## src/rtl/alu_seq_control.sv

```systemverilog
// Sequencer driving ALU/shifter controls; shifts run one step per cycle.
// Define ALU_SEQ_CONTROL_ERR_EN to add the ERR output for reserved opcode 111.
module alu_seq_control #(
   parameter int SHAMT_W = 3
) (
   input  logic               clk,
   input  logic               reset,
   input  logic               in_valid,
   output logic               in_ready,
   input  logic [2:0]         op,
   input  logic [SHAMT_W-1:0] shamt,
   output logic               cisel,
   output logic               bsel,
   output logic [1:0]         osel,
   output logic               shift_la,
   output logic               shift_lr,
   output logic               logical_op,
   output logic               alu_en,
   output logic               busy,
`ifdef ALU_SEQ_CONTROL_ERR_EN
   output logic               err,
`endif
   output logic               done
);

   typedef enum logic [1:0] {IDLE, EXEC, DONE} state_t;

   state_t             state, state_n;
   logic [2:0]         op_q;
   logic [SHAMT_W-1:0] cnt;
   logic [6:0]         ctrl_q;
   logic               accept;
   logic               rsv;

   function automatic logic is_shift(input logic [2:0] o);
      return (o == 3'b010) || (o == 3'b011) || (o == 3'b100);
   endfunction

   // {cisel, bsel, osel, shift_la, shift_lr, logical_op}
   function automatic logic [6:0] decode(input logic [2:0] o);
      logic [1:0] osel_v;
      unique case (1'b1)
         is_shift(o):                     osel_v = 2'b01;
         (o == 3'b101) || (o == 3'b110): osel_v = 2'b10;
         default:                         osel_v = 2'b00;
      endcase
      return {o == 3'b001, o == 3'b001, osel_v,
              o == 3'b010, o != 3'b100, o == 3'b101};
   endfunction

`ifdef ALU_SEQ_CONTROL_ERR_EN
   assign rsv = (op == 3'b111);
   assign err = (state == DONE) && (op_q == 3'b111);
`else
   assign rsv = 1'b0;
`endif

   assign accept = (state == IDLE) && in_valid;

   assign {cisel, bsel, osel, shift_la, shift_lr, logical_op} = ctrl_q;

   always_ff @(posedge clk) begin
      if (reset) state <= IDLE;
      else       state <= state_n;
   end

   always_comb begin
      state_n  = state;
      in_ready = 1'b0;
      alu_en   = 1'b0;
      busy     = 1'b0;
      done     = 1'b0;
      unique case (state)
         IDLE: begin
            in_ready = 1'b1;
            if (in_valid) begin
               if (rsv || (is_shift(op) && shamt == '0))
                  state_n = DONE;
               else
                  state_n = EXEC;
            end
         end
         EXEC: begin
            alu_en = 1'b1;
            busy   = 1'b1;
            // Non-shift ops take a single step regardless of the count.
            if (!is_shift(op_q) || cnt == SHAMT_W'(1))
               state_n = DONE;
         end
         DONE: begin
            busy    = 1'b1;
            done    = 1'b1;
            state_n = IDLE;
         end
         default: state_n = IDLE;
      endcase
   end

   always_ff @(posedge clk) begin
      if (reset) begin
         op_q   <= '0;
         cnt    <= '0;
         ctrl_q <= '0;
      end else if (accept) begin
         op_q   <= op;
         cnt    <= shamt;
         ctrl_q <= rsv ? 7'd0 : decode(op);
      end else if (state == EXEC) begin
         cnt <= cnt - SHAMT_W'(1);
      end else if (state == DONE) begin
         ctrl_q <= '0;
      end
   end

endmodule

```

## config.mk

```make
export PLATFORM = sky130hd
export DESIGN_NAME = alu_seq_control
export DESIGN_NICKNAME = d
export VERILOG_FILES = /design/src/rtl/alu_seq_control.sv
export SDC_FILE = /design/constraint.sdc
export NUM_CORES = 1
export LEC_CHECK = 0
export CORE_MARGIN = 2
export CORE_UTILIZATION = 35
export DETAILED_ROUTE_END_ITERATION = 8
export MAX_ROUTING_LAYER = met4
export PLACE_DENSITY = 0.64
export SLEW_MARGIN = 10
export SYNTH_ARGS = -nofsm -noshare
export SYNTH_HDL_FRONTEND = slang
export SYNTH_SLANG_ARGS = --single-unit
export TNS_END_PERCENT = 100
```

## constraint.sdc

```tcl
create_clock -name clk -period 4 [get_ports clk]
set_input_delay 0.8 -clock clk [delete_from_list [all_inputs] [get_ports clk]]
set_output_delay 0.8 -clock clk [all_outputs]
set_load 0.005 [all_outputs]
```

Word-level counts from Yosys, hierarchy flattened
Index checks and enable logic that the tools add are counted.
{ "totals": {"regBits": 15, "latch_bits": 0, "mem_bits_rw": 0, "mem_bits_ro": 0, "in_bits": 9, "output_inout_bits": 11, "wordCells": 51, "memories": 0} }
{ "classes": {"add_sub_neg": 1, "n_mul": 0, "div": 0, "n_lt_le_gt_ge": 0, "eq_ne": 16, "shifts": 0, "n_mux": 14, "bitwise": 0, "n_reduce_logical": 16} }
{ "op_table": {"columns": ["cell", "n"], "rows": [
  ["$mux W7", 3],
  ["$eq A3 B2 Y1 const B", 4],
  ["$eq A3 B3 Y1 const B", 4],
  ["$pmux W2 S2", 2],
  ["$eq A3 B1 Y1 const B", 2],
  ["$logic_or A1 B1 Y1", 6],
  ["$mux W2", 3],
  ["$mux W3", 2],
  ["$ne A2 B2 Y1 const B", 3],
  ["$mux W1", 4],
  ["$reduce_and A2 Y1", 2],
  ["$reduce_bool A2 Y1", 2],
  ["$logic_not A3 Y1", 1],
  ["$ne A3 B3 Y1 const B", 1],
  ["$sub A3 B1 Y3 const B", 1],
  ["$eq A2 B1 Y1 const B", 1],
  ["$eq A2 B2 Y1 const B", 1],
  ["$logic_and A1 B1 Y1", 2],
  ["$logic_not A2 Y1", 1],
  ["$reduce_or A2 Y1", 1],
  ["$logic_not A1 Y1", 1]
]} }

Logic depth before layout (Yosys ltp)
{ "logic_depth": {"ltp_word": 7, "ltp_mapped": 7, "mapped_depth_nobuf": 6} }

Worst setup path before layout
No wires, ideal clock.
{ "synth_timing": {"path_kind": "input-to-reg", "from": "input in_valid", "to": "register ctrl_q[0]", "setup_ns": 0.128, "arrival_time_ns": 1.457, "required_time_ns": 3.872, "slack_ns": 2.415, "stages": 5, "path_buffers": 1, "path_cell_list": "and2_4 buf_6 and3_1 a32oi_1 nor2_1"} }
{ "synth_between": {"elab_chain_len": 3, "word_cells_on_any_way": 5, "cone_classes": "1 x eq/ne; 1 x mux; 3 x reduce/logical"} }
{ "synth_lines": {"columns": ["item", "line", "rtl"], "rows": [
  ["start: declaration", "8", "input logic in_valid,"],
  ["$logic_and A1 B1 Y1 (*)", "58", "assign accept = (state == IDLE) && in_valid;"],
  ["$ne A2 B2 Y1 (no line) or $reduce_bool A2 Y1 (tied branches)", null, null],
  ["$reduce_and A2 Y1 (no line)", null, null],
  ["end signal: assignment", "107", "ctrl_q <= rsv ? 7'd0 : decode(op);"],
  ["end: declaration", "31", "logic [6:0] ctrl_q;"]
]} }
Every way passes the cells marked *; elsewhere a longest branch is shown, timed or not.
A chain may end at the register's enable or synchronous reset.

Worst setup path in the final report
{ "layout_timing": {"from": "register state[1]", "to": "output alu_en"} }
{ "layout_between": {"elab_chain_len": 2} }
{ "layout_lines": {"columns": ["item", "line", "rtl"], "rows": [
  ["start: declaration", "28", "state_t state, state_n;"],
  ["start signal: assignment", "64", "else state <= state_n;"],
  ["$eq A2 B1 Y1", "73", "unique case (state)"],
  ["$mux W1", "73", null],
  ["end: declaration", "18", "output logic alu_en,"]
]} }
No other way between the ends.

==> run metrics <==
max incr delay on CP=580 ps; number of synthesized flops with an enable pin=0; layout cells sized above 1=7.41%; hold path depth=2; H-tree depth=1; GR Overflow Total=0; top cells by area, synth=dfxtp_1, ha_1, a21oi_1; CP Capture Type=output port; CP startpoint kind=flop; relative slew slack=65.6%; WL per Instance=11.5 µm; P&R area growth vs syn=30.1%; Final period util=62.1%; routability cong.=0.751; HP Class=flop to flop; actual slew at the worst max-slew pin=514 ps; DP Worst Slack=1800 ps; fin crit period=2490 ps; final core occ=49.1%; antenna-violating nets left=0; Crit path buffers/inverters=2; WP data arrival=1690 ps; commonest non-fill, non-tap cells in the layout=clkdlybuf4s50_1, dfxtp_1, nand2_1, nor2_1, a21oi_1; row count=16; R2R setup slack=2380 ps; vias in the first global route=610; Fin. Hold Viols=0; worst skew pair latency=280 ps; pin count of the biggest net entering global routing=15; I/O pin total=20; max-capacitance violation count=0; Critical-path top delay cell=clkdlybuf4s50_1; RSZ-0062 raised after global routing=no; setup bufs post-CTS=0; die width=50.2 µm; share of the yosys chip area belonging to registers=37.5%; final routed DRC violation total=0; Peak VDD IR=0.000210 V; initial core utilization=37.8%; Avg Synthesized Cell Area=8.31 µm²; Worst R2R Path Depth=6; Final WS setup=1510 ps; Slew Viols, Final=0; Via density=4.88; Crit Path Class=flop to output port; Fmax=0.402 GHz; DR vias=659; DR pass1 iterations=4; die area=0.00252 mm²; clock sink count=14; die height=50.2 µm; total of warnings raised by yosys=0; CTS Hold Bufs=0; Post-Route WL=1560 µm; fin nets=123; All-Layer GR Usage=14.4%; Post-Synthesis Cells=90; most common cell after layout, fill and taps aside=clkdlybuf4s50_1; n_diodes=0; first-pass GRT wire length=2680 µm; DR iter-0 viols=23; initial antenna violation count=0; Yosys cell types=33; HPWL after DPL=1150 µm; LEAKAGE=0.372 nW; CTS Buf Count=3; Crit path max-delay family=buffers and inverters; PostCTS Resize Cnt=0; Required @ worst endpoint=3200 ps; synthesized area=748 µm²; root buffer cell=clkbuf_4; Finished Cell Area=973 µm²; synthesized net count=104; status=complete, no violations; CTS Buffer Depth=2; CP cell instances=inv_1 > ha_1 > clkdlybuf4s50_1; ys async rst share=0%; clock skew after layout=9.84 ps; IO buf count=19; CTS tree=built; area of placed instances=937 µm²; Crit Path Max Fanout=11; top cell type's share of synthesized area=37.5%; Top FF cell, synth=dfxtp_1; Final TNS setup=0 ps; Tot Pwr=0.365 mW; Synth area leader=dfxtp_1; Final setup viols=0; power density cells=375 mW/mm²; critical path depth=3; flops & latches, synth=14; Core Region=0.00198 mm²; Reg clk slew, reported paths=90 ps
==> cell families after synthesis <==
kind of cell               after synthesis  share of synthesized area, %
AOI/OAI and AO/OA                       21                          19.6
xor gates and xnor gates                 2                          2.34
adders and majority gates                5                          8.36
buffers and inverters                   12                          8.19
DFF                                     14                          37.5
and+or+nand+nor                         36                          24.1
==> metal layers <==
metal | part of all wire [%] | track usage (%)
met1 | 53 | 19.8
met2 | 42 | 19.5
met3 | 4.4 | 4.46
met4 | 0.90 | 5.56
met5 | 0 | -
==> cells in the mapped netlist, drive strengths merged (2+ instances only) <==
master / count
a211oi: 2
a21oi: 9
buf: 4
dfxtp: 14
ha: 5
inv: 7
nand2: 12
nand2b: 2
nor2: 10
nor3: 2
nor3b: 2
nor4: 2
o211ai: 2
o21ai: 2
==> power breakdown <==
group	internal (mW)	leakage (nW)	switching (mW)
Sequential	0.152	0.115	0.00818
Clock	0.0553	0.0210	0.0466
Combinational	0.0526	0.236	0.0505
Total	0.260	0.372	0.105
==> worst min-delay path, delay by kind of cell (launching register included) <==
family | cells | cell delay [ps]
AOI/OAI and AO/OA | 1 | 60
DFF | 1 | 320
and+or+nand+nor | 1 | 50
==> per-stage QoR <==
stage / std cells / hold slack, ps
2_1_floorplan: 90 / 437
3_3_place_gp: 131 / 449
3_5_place_dp: 131 / 459
4_1_cts: 135 / 472
5_1_grt: 135 / 487
6_report: 135 / 467
==> state kept, by name (all words and copies together), names as in the netlist <==
register,flops
ctrl_q,6
cnt,3
state,2
op_q,3
==> path summary, 6_finish.rpt <==
path | to | startpoint
worst max-delay path | alu_en | state[1]$_SDFFE_PP0P_
worst min-delay path | op_q[0]$_SDFFE_PP0P_ | op_q[0]$_SDFFE_PP0P_
worst max register to register | ctrl_q[0]$_SDFFE_PP0P_ | state[1]$_SDFFE_PP0P_
worst min register to register | op_q[0]$_SDFFE_PP0P_ | op_q[0]$_SDFFE_PP0P_
==> layout make-up <==
type / instances / area [µm²]
clock buffer: 4 / 36.3
multi-input combinational: 64 / 407
timing repair buffer: 19 / 190
sequential: 14 / 280
tap: 27 / 33.8
fill: 205 / 1010
inverter: 7 / 26.3
Power figures use the tool's default switching activity.
==> patch, RTL diff (config.mk and constraints unchanged) <==
The option `ALU_SEQ_CONTROL_ERR_EN` is turned on by a define.
--- a/src/rtl/alu_seq_control.sv
+++ b/src/rtl/alu_seq_control.sv
@@ -1,4 +1,6 @@
 // Sequencer driving ALU/shifter controls; shifts run one step per cycle.
 // Define ALU_SEQ_CONTROL_ERR_EN to add the ERR output for reserved opcode 111.
+`define ALU_SEQ_CONTROL_ERR_EN
+
 module alu_seq_control #(
    parameter int SHAMT_W = 3
Behaviour (old outputs only; new: err): not the same (Yosys sat finds a counterexample within 4 cycles, from zero or initial values and one cycle with reset high).
==> patch against the original RTL <==
Combinational power is 14% higher; cell area is 7.5% higher; hold slack worse by 3.0 ps; register-to-register slack better by 70 ps; area after synthesis is 7.2% higher; worst setup slack worse by 7.1 ps; power is 4.9% higher; utilization is 1.4 points lower; critical path depth is 1 higher; routed wire length is 7.5% higher; sequential cell count stayed put; count of clock-buffer cells in the layout stayed put; largest cell class unchanged; largest power group unchanged.
==> patch: results <==
[yosys]
synth_commonest_cells = dfxtp_1, nand2_1, nor2_1
synth_compound_area_frac = 0.214
yosys-top-cells-area = dfxtp_1, ha_1, a21oi_1

[route]
num_vias = 697
wl_met1_um = 808
wl_met3_um = 113
wire_per_inst_um = 11.9
wl_met2_um = 734
first_iter_violations = 2

[cells_and_area]
final_nets = 128

[critical_path]
crit_fanout = 3
cp-endpoint = err
rrSetupSlack_ps = 2450
cp_slowest_stage_delay_ps = 490
critPathLaunch = state[0]

[placed_design]
dp.final_hpwl_mm = 1.23
portBuffers = 20

[global_route]
grt_pass1_wl_mm = 2.91
grt_use_met1 = 0.188
grt_pass1_vias = 638

[timing]
slew_headroom = 0.617
finalClockSkew_ps = 0.713

[power]
irDropWorstVdd_mv = 0.190
swShare = 0.303
p_leak_nw = 0.399

[outcome]
outcome = finished clean
## patch: per-stage QoR
stage	area, um2	worst slack (ps)	hold slack [ps]	utilization	std cells
after floorplan	802	2320	448	-	92
after global placement	1010	1850	447	0.461	136
after detailed placement	1010	1820	444	0.461	136
after CTS	1050	1490	467	0.477	140
after global routing	1050	1420	493	0.477	140
final	1050	1510	464	0.477	140
## patch: kinds of logic after synthesis
group,Yosys count
buf+inv,11
compound gates,21
simple gates,37
xor+xnor,3
fa+ha+maj,6
flops,14
## patch: power by group through the flow
stage,logic [W],clock network [W],registers [W]
2_1_floorplan,0.0000758,0,0.000165
6_report,0.000117,0.000102,0.000164
4_1_cts,0.000119,0.000108,0.000164
3_5_place_dp,0.000119,0,0.000166
3_3_place_gp,0.000118,0,0.000166
5_1_grt,0.000132,0.000116,0.000166
## patch: tightest hold or removal path: cells and delay by family (launching register included)
kind / cells / cell delay, ps
DFF: 1 / 320
and+or+nand+nor: 1 / 50
AOI/OAI and AO/OA: 1 / 50
## patch: area by class of cell
| type | instances | area [um2] | share of cell area |
|---|---|---|---|
| tap | 28 | 35.0 | 0.0335 |
| clock buffer | 4 | 36.3 | 0.0347 |
| inverter | 7 | 26.3 | 0.0251 |
| timing repair buffer | 20 | 200 | 0.191 |
| multi-input combinational | 67 | 468 | 0.447 |
| sequential | 14 | 280 | 0.268 |
## patch: worst min path at each step
stage                     startpoint         to  slack (ps)  cells past startpoint
after floorplan            ctrl_q[3]  ctrl_q[3]         450                      2
final                      ctrl_q[3]  ctrl_q[3]         460                      2
after detailed placement   ctrl_q[3]  ctrl_q[3]         440                      2
after global placement     ctrl_q[3]  ctrl_q[3]         450                      2
after CTS                  ctrl_q[3]  ctrl_q[3]         470                      2
after global routing       ctrl_q[3]  ctrl_q[3]         490                      2
